[src/rtl/bridge_pixel_fifo.sv]
// Bus-bridge slave that buffers packed pixel words in a FIFO and unpacks them
// into a one-pixel-per-cycle valid/ready stream with control/status registers.
module bridge_pixel_fifo #(
  parameter int BUS_WIDTH  = 32,
  parameter int ADDR_WIDTH = 5,
  parameter int DATA_WIDTH = 8,
  parameter int FIFO_DEPTH = 16
) (
  input  logic                    clk,
  input  logic                    rst_n,
  input  logic [ADDR_WIDTH-1:0]   addr,
  input  logic                    bus_enable,
  input  logic                    r_wbar,
  input  logic [BUS_WIDTH-1:0]    write_data,
  input  logic [BUS_WIDTH/8-1:0]  byte_enable,
  output logic [BUS_WIDTH-1:0]    read_data,
  output logic                    ack,
  output logic                    irq,
  output logic [DATA_WIDTH-1:0]   pixel_out,
  output logic                    pixel_valid,
  input  logic                    pixel_ready
);

  localparam int PPW    = BUS_WIDTH / DATA_WIDTH;
  localparam int LANE_W = (PPW > 1) ? $clog2(PPW) : 1;
  localparam int PTR_W  = $clog2(FIFO_DEPTH);
  localparam int LW     = PTR_W + 1;
  localparam int CMP_W  = (LW > 8) ? LW : 8;

  localparam logic [ADDR_WIDTH-1:0] ADDR_DATA    = ADDR_WIDTH'(0);
  localparam logic [ADDR_WIDTH-1:0] ADDR_STATUS  = ADDR_WIDTH'(1);
  localparam logic [ADDR_WIDTH-1:0] ADDR_CTRL    = ADDR_WIDTH'(2);
  localparam logic [ADDR_WIDTH-1:0] ADDR_IRQ_CLR = ADDR_WIDTH'(3);

  // Bus decode
  logic txn, wr_txn;
  logic wr_data, wr_ctrl, wr_clr;
  logic flush, clr_pending, clr_overflow;

  // FIFO
  logic [BUS_WIDTH-1:0] mem [FIFO_DEPTH];
  logic [PTR_W-1:0]     wr_ptr, rd_ptr;
  logic [LW-1:0]        level;
  logic                 fifo_full, fifo_empty;
  logic                 push, pop, drop;

  // Serializer
  logic                 ser_valid;
  logic [BUS_WIDTH-1:0] ser_word;
  logic [LANE_W-1:0]    lane;
  logic                 fire, last_lane, ser_free;

  // Control / status
  logic                 out_en, irq_en;
  logic [7:0]           threshold;
  logic                 overflow, irq_pending;
  logic                 low, low_q, irq_set;
  logic [BUS_WIDTH-1:0] status_word, ctrl_word, rdata_next;

  logic unused_be;
  assign unused_be = &{1'b0, byte_enable};

  assign txn     = bus_enable & ~ack;
  assign wr_txn  = txn & ~r_wbar;
  assign wr_data = wr_txn & (addr == ADDR_DATA);
  assign wr_ctrl = wr_txn & (addr == ADDR_CTRL);
  assign wr_clr  = wr_txn & (addr == ADDR_IRQ_CLR);

  assign flush        = wr_ctrl & byte_enable[0] & write_data[2];
  assign clr_pending  = wr_clr & write_data[0];
  assign clr_overflow = wr_clr & write_data[1];

  assign fifo_full  = (level == LW'(FIFO_DEPTH));
  assign fifo_empty = (level == '0);

  // Full is judged on the pre-edge level, so a push into a full FIFO is
  // dropped even if the serializer pops in the same cycle.
  assign push = wr_data & ~fifo_full;
  assign drop = wr_data & fifo_full;

  assign pixel_valid = ser_valid & out_en;
  assign fire        = pixel_valid & pixel_ready;
  assign last_lane   = (lane == LANE_W'(PPW - 1));
  assign ser_free    = ~ser_valid | (fire & last_lane);
  assign pop         = ser_free & out_en & ~fifo_empty & ~flush;
  assign pixel_out   = ser_word[lane*DATA_WIDTH +: DATA_WIDTH];

  // NOTE: the storage array has no reset; the level/pointer logic alone defines
  // which entries are meaningful, and leaving it unreset lets it map to RAM.
  always_ff @(posedge clk) begin
    if (push) mem[wr_ptr] <= write_data;
  end

  // NOTE: all state below uses non-blocking assignments so every register
  // samples pre-edge values regardless of statement order.
  always_ff @(posedge clk or negedge rst_n) begin
    if (!rst_n) begin
      wr_ptr <= '0;
      rd_ptr <= '0;
      level  <= '0;
    end else if (flush) begin
      wr_ptr <= '0;
      rd_ptr <= '0;
      level  <= '0;
    end else begin
      if (push) wr_ptr <= wr_ptr + PTR_W'(1);
      if (pop)  rd_ptr <= rd_ptr + PTR_W'(1);
      case ({push, pop})
        2'b10:   level <= level + LW'(1);
        2'b01:   level <= level - LW'(1);
        default: level <= level;
      endcase
    end
  end

  // Last-lane acceptance and the next load share one edge, so there is no bubble.
  always_ff @(posedge clk or negedge rst_n) begin
    if (!rst_n) begin
      ser_valid <= 1'b0;
      ser_word  <= '0;
      lane      <= '0;
    end else if (flush) begin
      ser_valid <= 1'b0;
      lane      <= '0;
    end else if (pop) begin
      ser_valid <= 1'b1;
      ser_word  <= mem[rd_ptr];
      lane      <= '0;
    end else if (fire) begin
      if (last_lane) ser_valid <= 1'b0;
      else           lane      <= lane + LANE_W'(1);
    end
  end

  always_ff @(posedge clk or negedge rst_n) begin
    if (!rst_n) begin
      out_en    <= 1'b0;
      irq_en    <= 1'b0;
      threshold <= '0;
    end else if (wr_ctrl) begin
      if (byte_enable[0]) begin
        out_en <= write_data[0];
        irq_en <= write_data[1];
      end
      if (byte_enable[1]) threshold <= write_data[15:8];
    end
  end

  assign low     = (CMP_W'(level) <= CMP_W'(threshold));
  assign irq_set = low & ~low_q;

  // A set wins over a same-cycle clear for both sticky flags.
  always_ff @(posedge clk or negedge rst_n) begin
    if (!rst_n) begin
      low_q       <= 1'b1;
      irq_pending <= 1'b0;
      overflow    <= 1'b0;
    end else begin
      low_q       <= low;
      irq_pending <= irq_set | (irq_pending & ~clr_pending);
      overflow    <= drop | (overflow & ~clr_overflow);
    end
  end

  assign irq = irq_pending & irq_en;

  always_comb begin
    status_word          = '0;
    status_word[LW-1:0]  = level;
    status_word[16]      = fifo_full;
    status_word[17]      = fifo_empty & ~ser_valid;
    status_word[18]      = overflow;
    status_word[19]      = irq_pending;

    ctrl_word            = '0;
    ctrl_word[0]         = out_en;
    ctrl_word[1]         = irq_en;
    ctrl_word[15:8]      = threshold;

    rdata_next = '0;
    case (addr)
      ADDR_STATUS: rdata_next = status_word;
      ADDR_CTRL:   rdata_next = ctrl_word;
      default:     rdata_next = '0;
    endcase
  end

  always_ff @(posedge clk or negedge rst_n) begin
    if (!rst_n) begin
      ack       <= 1'b0;
      read_data <= '0;
    end else if (txn) begin
      ack       <= 1'b1;
      read_data <= r_wbar ? rdata_next : '0;
    end else begin
      ack       <= 1'b0;
      read_data <= '0;
    end
  end

endmodule
[config.mk]
export PLATFORM = sky130hd
export DESIGN_NAME = bridge_pixel_fifo
export DESIGN_NICKNAME = d
export VERILOG_FILES = /design/src/rtl/bridge_pixel_fifo.sv
export SDC_FILE = /design/constraint.sdc
export NUM_CORES = 1
export LEC_CHECK = 0
export BUFFER_PORTS_ARGS = -buffer_cell sky130_fd_sc_hd__buf_2
export CAP_MARGIN = 20
export CELL_PAD_IN_SITES_DETAIL_PLACEMENT = 0
export CELL_PAD_IN_SITES_GLOBAL_PLACEMENT = 1
export CORE_ASPECT_RATIO = 1.4
export CORE_MARGIN = 10
export CORE_UTILIZATION = 55
export CTS_BUF_LIST = sky130_fd_sc_hd__clkbuf_4 sky130_fd_sc_hd__clkbuf_8
export DETAILED_ROUTE_END_ITERATION = 8
export PLACE_DENSITY_LB_ADDON = 0.1
export SLEW_MARGIN = 25
export SYNTH_ARGS = -nofsm -noshare
export SYNTH_HDL_FRONTEND = slang
export SYNTH_SLANG_ARGS = --single-unit
[constraint.sdc]
create_clock -name clk -period 11 [get_ports clk]
set_clock_uncertainty 0.2 [all_clocks]
set_input_delay 2.2 -clock clk [delete_from_list [all_inputs] [get_ports clk]]
set_output_delay 2.2 -clock clk [all_outputs]
set_load 0.02 [all_outputs]
==> summary.txt, run 1 <==
Floorplan
  • Die Wd: 193 µm
  • IO Count: 89
  • Initial core utilization: 0.557
  • Die area: 50500 µm²
  • Rows: 88
  • Die Y: 262 µm
  • Total core area: 41300 µm²

Worst setup path
  • Largest stage delay on the critical path: 880 ps
  • Critical path class: in2reg
  • Critical path arrival: 5770 ps
  • Crit-path cells: buf_2 -> or4_1 -> or4b_4 -> a21oi_4 -> nand3b_1 -> nor2_4 -> buf_4
  • CP startpoint kind: input pin
  • Worst Path Required: 11120 ps
  • Crit Path Max Fanout: 21
  • Slowest CP cell: nor2_4
  • Crit. End Element: flip-flop

Synth
  • Yosys warns: 0
  • Share of synthesized registers carrying an async set or reset: 0.134
  • Post-Synthesis Cells: 1098
  • Dominant cells by area after synthesis: edfxtp_1 67%, mux4_2 16%, dfrtp_1 8.5%
  • Dominant synthesized flop cell: edfxtp_1
  • Area leader, netlist: edfxtp_1
  • EDFF count, synth: 512
  • Seq cells post-synth: 591
  • Sequential fraction of the synthesis area: 0.754
  • Synth unique cells: 49
  • Synth cell count leaders: 512 x edfxtp_1, 168 x mux4_2, 114 x nand2_1
  • Most common cell in the synthesized netlist: edfxtp_1
  • Mapped Avg Cell Area: 20.9 µm²
  • Synth Cell Area: 23000 µm²
  • Synth top area share: 0.668

Clock tree
  • H-tree depth: 3
  • Worst-Skew Late Latency: 650 ps
  • Clk Tree Root Cell: clkbuf_8
  • TritonCTS clock tree: yes
  • Resized cells post-CTS: 0
  • Clk buf depth: 3
  • # hold bufs at CTS: 0
  • Clk sinks: 591
  • Worst-path clk slew: 60 ps
  • CTS Buf Count: 85
  • Post-CTS Setup Bufs: 0

Run status
  • Outcome: finished, final reports clean

Power and ir drop
  • Pwr/cell area: 216 nW/µm²
  • P_leak: 8.89 nW
  • VDD IR max: 0.186 mV

Layout
  • Fill count: 2931
  • Share of cells above drive strength 1: 0.338
  • Final #Nets: 1292
  • Synth-to-Final Area Change: 12.0%

Timing
  • Final period utilization: 0.514
  • Period minus WS final: 5650 ps
  • Setup TNS: 0 ps
  • Final hold violation count: 0
  • Slew margin rel.: 0.225
  • Pins Over Slew Limit: 0
  • Tightest Pin Transition: 1150 ps
  • Maximum clock rate: 0.177 GHz
  • Hold slack: 275 ps
  • Setup violators final: 0
  • Unrepaired setup endpoints after global routing: no

GRT
  • Total global routing overflow: 0
  • Initial antenna violation count: 4
  • Largest net degree at the start of global routing: 105
  • Total GRT Usage: 0.203
  • First-pass GRT wire length: 73800 µm
  • Vias in the first global route: 11.4k

Routing
  • TritonRoute pass-1 iters: 4
  • Via count: 10.9k
  • DRT iter0 DRCs: 786
  • Vias per Instance: 5.91
  • Final wirelength: 49800 µm
  • # DRC: 0
  • Routed Antenna Nets: 0
  • Avg WL per Cell: 27.1 µm

Flow run
  • Max-cap violations: 0

Worst hold path
  • Worst hold-check path type: reg2reg

Placed design
  • Routability Congestion: 0.797
  • Port Buffers: 71
  • Post-DP HPWL: 28600 µm
-- per-layer routing --
layer / up-vias / global-route usage / part of all wire
met5: - / 0 / 0.00020
met4: 2 / 0.0719 / 0.023
met3: 80 / 0.0346 / 0.056
met2: 307 / 0.337 / 0.52
met1: 5800 / 0.269 / 0.40
li1: 4681 / - / -
-- worst max-delay path: cells and delay by family --
family,cells,cell delay [ps]
AND/OR/NAND/NOR,4,2570
buffers and inverters,2,520
AO/OA/AOI/OAI,1,450
-- logic make-up after synthesis --
group | count (synthesis) | share of synthesized area
fa+ha+maj | 15 | 0.00849
flops | 591 | 0.754
mux | 181 | 0.171
other cells | 1 | 0.000163
buf+inv | 85 | 0.0168
simple gates | 188 | 0.0376
xor+xnor | 9 | 0.00343
compound gates | 28 | 0.00832
-- flip-flops by register name, summed over array words and instances (netlist names), 2 cells and up --
name,cells
level,5
rd_ptr,4
wr_ptr,4
ser_word,32
threshold,8
mem,512
read_data,17
lane,2
-- layout make-up --
type | instances | area, µm² | area share
Multi-Input combinational cell | 436 | 5380 | 0.209
Tap cell | 540 | 676 | 0.0262
Antenna cell | 3 | 7.51 | 0.000291
Clock buffer | 124 | 1500 | 0.0582
Sequential cell | 591 | 17400 | 0.674
Clock inverter | 29 | 159 | 0.00617
Inverter | 19 | 71.3 | 0.00277
Timing Repair Buffer | 98 | 606 | 0.0235
-- where the power goes --
group	leakage, nW	switching, mW	internal, mW
Combinational	2.38	0.566	0.644
Sequential	5.63	0.136	2.52
Clock	0.877	0.800	0.898
-- placed cells by master, fill, tap and decap left out, drive strengths merged, types with 7 or more instances in the layout --
master / Yosys / layout
conb: 1 / 15
buf: 29 / 98
clkbuf: 37 / 124
dfrtp: 78 / 78
ha: 14 / 14
mux4: 168 / 168
nor4: 7 / 7
edfxtp: 512 / 512
inv: 19 / 20
nand2: 114 / 114
and2: 18 / 18
clkinv: 0 / 24
mux2: 10 / 10
a21oi: 10 / 10
nor3: 12 / 12
nor2: 17 / 17
-- path summary, 6_finish.rpt --
| path | start | end | slack [ps] | depth (start not counted) |
|---|---|---|---|---|
| max reg2reg | lane[0]$_DFFE_PN0P_ | level[4]$_DFFE_PN0P_ | 6590 | 12 |
| max in group asynchronous | rst_n | rd_ptr[1]$_DFFE_PN0P_ | 8610 | 2 |
| max | addr[0] | mem[11][28]$_DFFE_PP_ | 5350 | 7 |
| min in group asynchronous | rst_n | irq_en$_DFFE_PN0N_ | 1360 | 1 |
| min reg2reg | ser_word[22]$_DFFE_PN0P_ | ser_word[22]$_DFFE_PN0P_ | 270 | 2 |
| min | ser_word[22]$_DFFE_PN0P_ | ser_word[22]$_DFFE_PN0P_ | 270 | 2 |
-- stage by stage --
step	cells	power, mW	util	setup WS [ps]	cell area (µm²)
6_report	1840	5.56	0.624	5350	25800
5_1_grt	1838	5.82	0.624	5240	25800
4_1_cts	1836	5.62	0.623	5340	25700
3_5_place_dp	1683	3.93	0.583	4670	24100
3_3_place_gp	1682	3.92	0.582	4720	24000
2_1_floorplan	1112	3.57	-	4260	23100
No activity file was read; power rests on OpenSTA's default activity.
==> run 2: changes to the inputs <==
clock period = 5.9 ns   (was 11 ns; I/O delays follow)
==> summary.txt, run 2 (synthesized netlist as in run 1, its figures left out) <==
Run status
  • Outcome: finished, final reports clean

Placed design
  • Routability Congestion: 0.793 (-0.51%)
  • Port Buffers: 71 (unchanged)
  • Post-DP HPWL: 28700 µm (+0.53%)
  • Pre-CTS setup slack: 1060 ps (-3600 ps)

Power and ir drop
  • VDD IR max: 0.246 mV (+32%)
  • Reg power frac: 0.462 (-0.015)
  • Comb power frac: 0.222 (+0.004)
  • Switching Fraction: 0.265 (-0.00464)
  • Pwr/cell area: 407 nW/µm² (+88%)
  • P_leak: 9.01 nW (+1.4%)
  • Clk pwr share: 0.315 (+0.010)
  • Sw Pwr: 2.81 mW (+87%)
  • Pint: 7.78 mW (+92%)

Worst setup path
  • Crit Path Max Fanout: 34 (+62%)
  • Reg2Reg Setup Slack: 1470 ps (-5120 ps)
  • Critical path arrival: 4740 ps (-1030 ps)
  • Critical path class: reg2reg
  • Crit. End Element: flip-flop
  • Reg2Reg Depth: 12 (unchanged)
  • Worst Path Required: 6210 ps (-4910 ps)
  • Reg-to-Reg Start: lane[0]$_DFFE_PN0P_
  • CP startpoint kind: flip-flop
  • RR Endpoint: level[4]$_DFFE_PN0P_

Routing
  • Vias per Instance: 5.88 (-0.42%)
  • Routed Antenna Nets: 0 (unchanged)
  • Avg WL per Cell: 26.9 µm (-0.73%)
  • DRT iter0 DRCs: 989 (+26%)
  • TritonRoute pass-1 iters: 5 (+1)
  • Met2 wire length: 25700 µm (-0.76%)
  • # DRC: 0 (unchanged)
  • Via count: 10.9k (-0.046%)
  • Met3 routed WL: 2630 µm (-5.6%)
  • Final wirelength: 49600 µm (-0.35%)
  • Max layer used: met5
  • Met1 WL: 20100 µm (+0.48%)

Floorplan
  • Die Wd: 193 µm (unchanged)
  • Die Y: 262 µm (unchanged)
  • Initial core utilization: 0.557 (unchanged)
  • IO Count: 89 (unchanged)
  • Rows: 88 (unchanged)
  • Total core area: 41300 µm² (unchanged)
  • Die area: 50500 µm² (unchanged)

Worst hold path
  • Hold Path Cell Cnt: 1 (-1)
  • Hold path startpoint: ack$_DFF_PN0_
  • Hold Path End: ack$_DFF_PN0_
  • Worst hold-check path type: reg2reg

Timing
  • Maximum clock rate: 0.226 GHz
  • Period minus WS final: 4430 ps
  • Slew margin rel.: 0.427 (+0.202)
  • Final hold violation count: 0 (unchanged)
  • Tightest Pin Transition: 860 ps (-294 ps)
  • Final period utilization: 0.750
  • Hold slack: 265 ps (-9.47 ps)
  • Setup TNS: 0 ps (unchanged)
  • Unrepaired setup endpoints after global routing: no
  • Setup violators final: 0 (unchanged)
  • Pins Over Slew Limit: 0 (unchanged)
  • Fin worst setup slack: 1470 ps (-3880 ps)

GRT
  • Initial antenna violation count: 2 (-2)
  • First-pass GRT wire length: 74800 µm (+1.4%)
  • Total global routing overflow: 0 (unchanged)
  • Largest net degree at the start of global routing: 132 (+26%)
  • Total GRT Usage: 0.205 (+0.00140)
  • Vias in the first global route: 11.6k (+1.6%)

Layout
  • Leading cell type in the layout, fill and taps excluded: edfxtp_1
  • Max FFs per register: 512 (unchanged)
  • Final #Nets: 1300 (+0.62%)
  • Top reg by flops: mem
  • Largest regs: mem (512), ser_word (32), read_data (17)
  • Most frequent cells in the layout: 512 x edfxtp_1, 168 x mux4_2, 114 x nand2_1, 96 x clkbuf_8, 74 x dfrtp_1
  • Fill count: 2921 (-0.34%)
  • Synth-to-Final Area Change: 13.2%
  • Share of cells above drive strength 1: 0.346 (+0.00839)

Clock tree
  • CTS Buf Count: 87 (+2.4%)
  • Worst-path clk slew: 60 ps (about the same)
  • # hold bufs at CTS: 0 (unchanged)
  • TritonCTS clock tree: yes
  • Worst-Skew Late Latency: 650 ps (about the same)
  • Clk sinks: 591 (unchanged)
  • Clk buf depth: 3 (unchanged)
  • Post-CTS Setup Bufs: 0 (unchanged)
  • Clk Tree Root Cell: clkbuf_8
  • Resized cells post-CTS: 0 (unchanged)
  • H-tree depth: 3 (unchanged)

Flow run
  • Max-cap violations: 0 (unchanged)
run 2: cell count changes in the layout (fill, tap and decap cells not counted), sizes merged:
| cell | change |
|---|---|
| clkinvlp | -3 |
| diode | -2 |
| clkinv | -6 |
| buf | +6 |
| clkbuf | +9 |
| inv | +1 |
| bufinv | +2 |
run 2: per-stage QoR:
stage	total power, mW	instances	utilization	instance area (µm²)
3_5_place_dp	7.37	1689	0.586	24200
6_report	10.6	1847	0.630	26000
3_3_place_gp	7.35	1689	0.586	24200
2_1_floorplan	6.65	1112	-	23100
5_1_grt	11.1	1847	0.630	26000
4_1_cts	10.7	1845	0.630	26000
run 2: critical path, cell delays in order, from the launching register on:
cell and delay (ps):
dfrtp_1 700, ha_1 290, nand2_1 70, a221o_1 480, nor2_4 710, nand2b_1 200, inv_1 150, ha_1 280
nor2b_1 150, o21a_1 190, or4_1 430, and4b_1 190, a311o_1 260
run 2: cell type report:
| type | instances | area, µm² | area share |
|---|---|---|---|
| timing repair buffer | 104 | 751 | 0.0288 |
| tap | 540 | 676 | 0.0260 |
| clock buffer | 133 | 1600 | 0.0614 |
| multi-input combinational | 436 | 5390 | 0.207 |
| antenna | 1 | 2.50 | 0.0000961 |
| inverter | 19 | 71.3 | 0.00274 |
| clock inverter | 23 | 181 | 0.00697 |
| sequential | 591 | 17400 | 0.667 |
run 2: worst max path at each step:
| stage | startpoint | to | slack, ps | depth (start not counted) |
|---|---|---|---|---|
| 2_1_floorplan | addr[0] | mem[4][0]$_DFFE_PP_ | 180 | 7 |
| 3_3_place_gp | addr[0] | level[4]$_DFFE_PN0P_ | 1100 | 13 |
| 3_5_place_dp | addr[0] | level[4]$_DFFE_PN0P_ | 1060 | 13 |
| 4_1_cts | lane[0]$_DFFE_PN0P_ | level[4]$_DFFE_PN0P_ | 1460 | 12 |
| 5_1_grt | lane[0]$_DFFE_PN0P_ | level[4]$_DFFE_PN0P_ | 1080 | 12 |
| 6_report | lane[0]$_DFFE_PN0P_ | level[4]$_DFFE_PN0P_ | 1470 | 12 |
run 2: per-layer routing:
layer / global-route usage / up-vias
li1: - / 4692
met1: 0.271 / 5781
met2: 0.339 / 312
met4: 0.0725 / 2
met5: 0 / -
met3: 0.0348 / 78
run 2: power by group through the flow:
stage / sequential, mW / combinational, mW / clock [mW]
global placement: 5.05 / 2.30 / 0
CTS: 4.96 / 2.33 / 3.43
finish: 4.89 / 2.35 / 3.34
floorplan: 4.85 / 1.80 / 0
global route: 4.91 / 2.53 / 3.61
detailed placement: 5.05 / 2.32 / 0
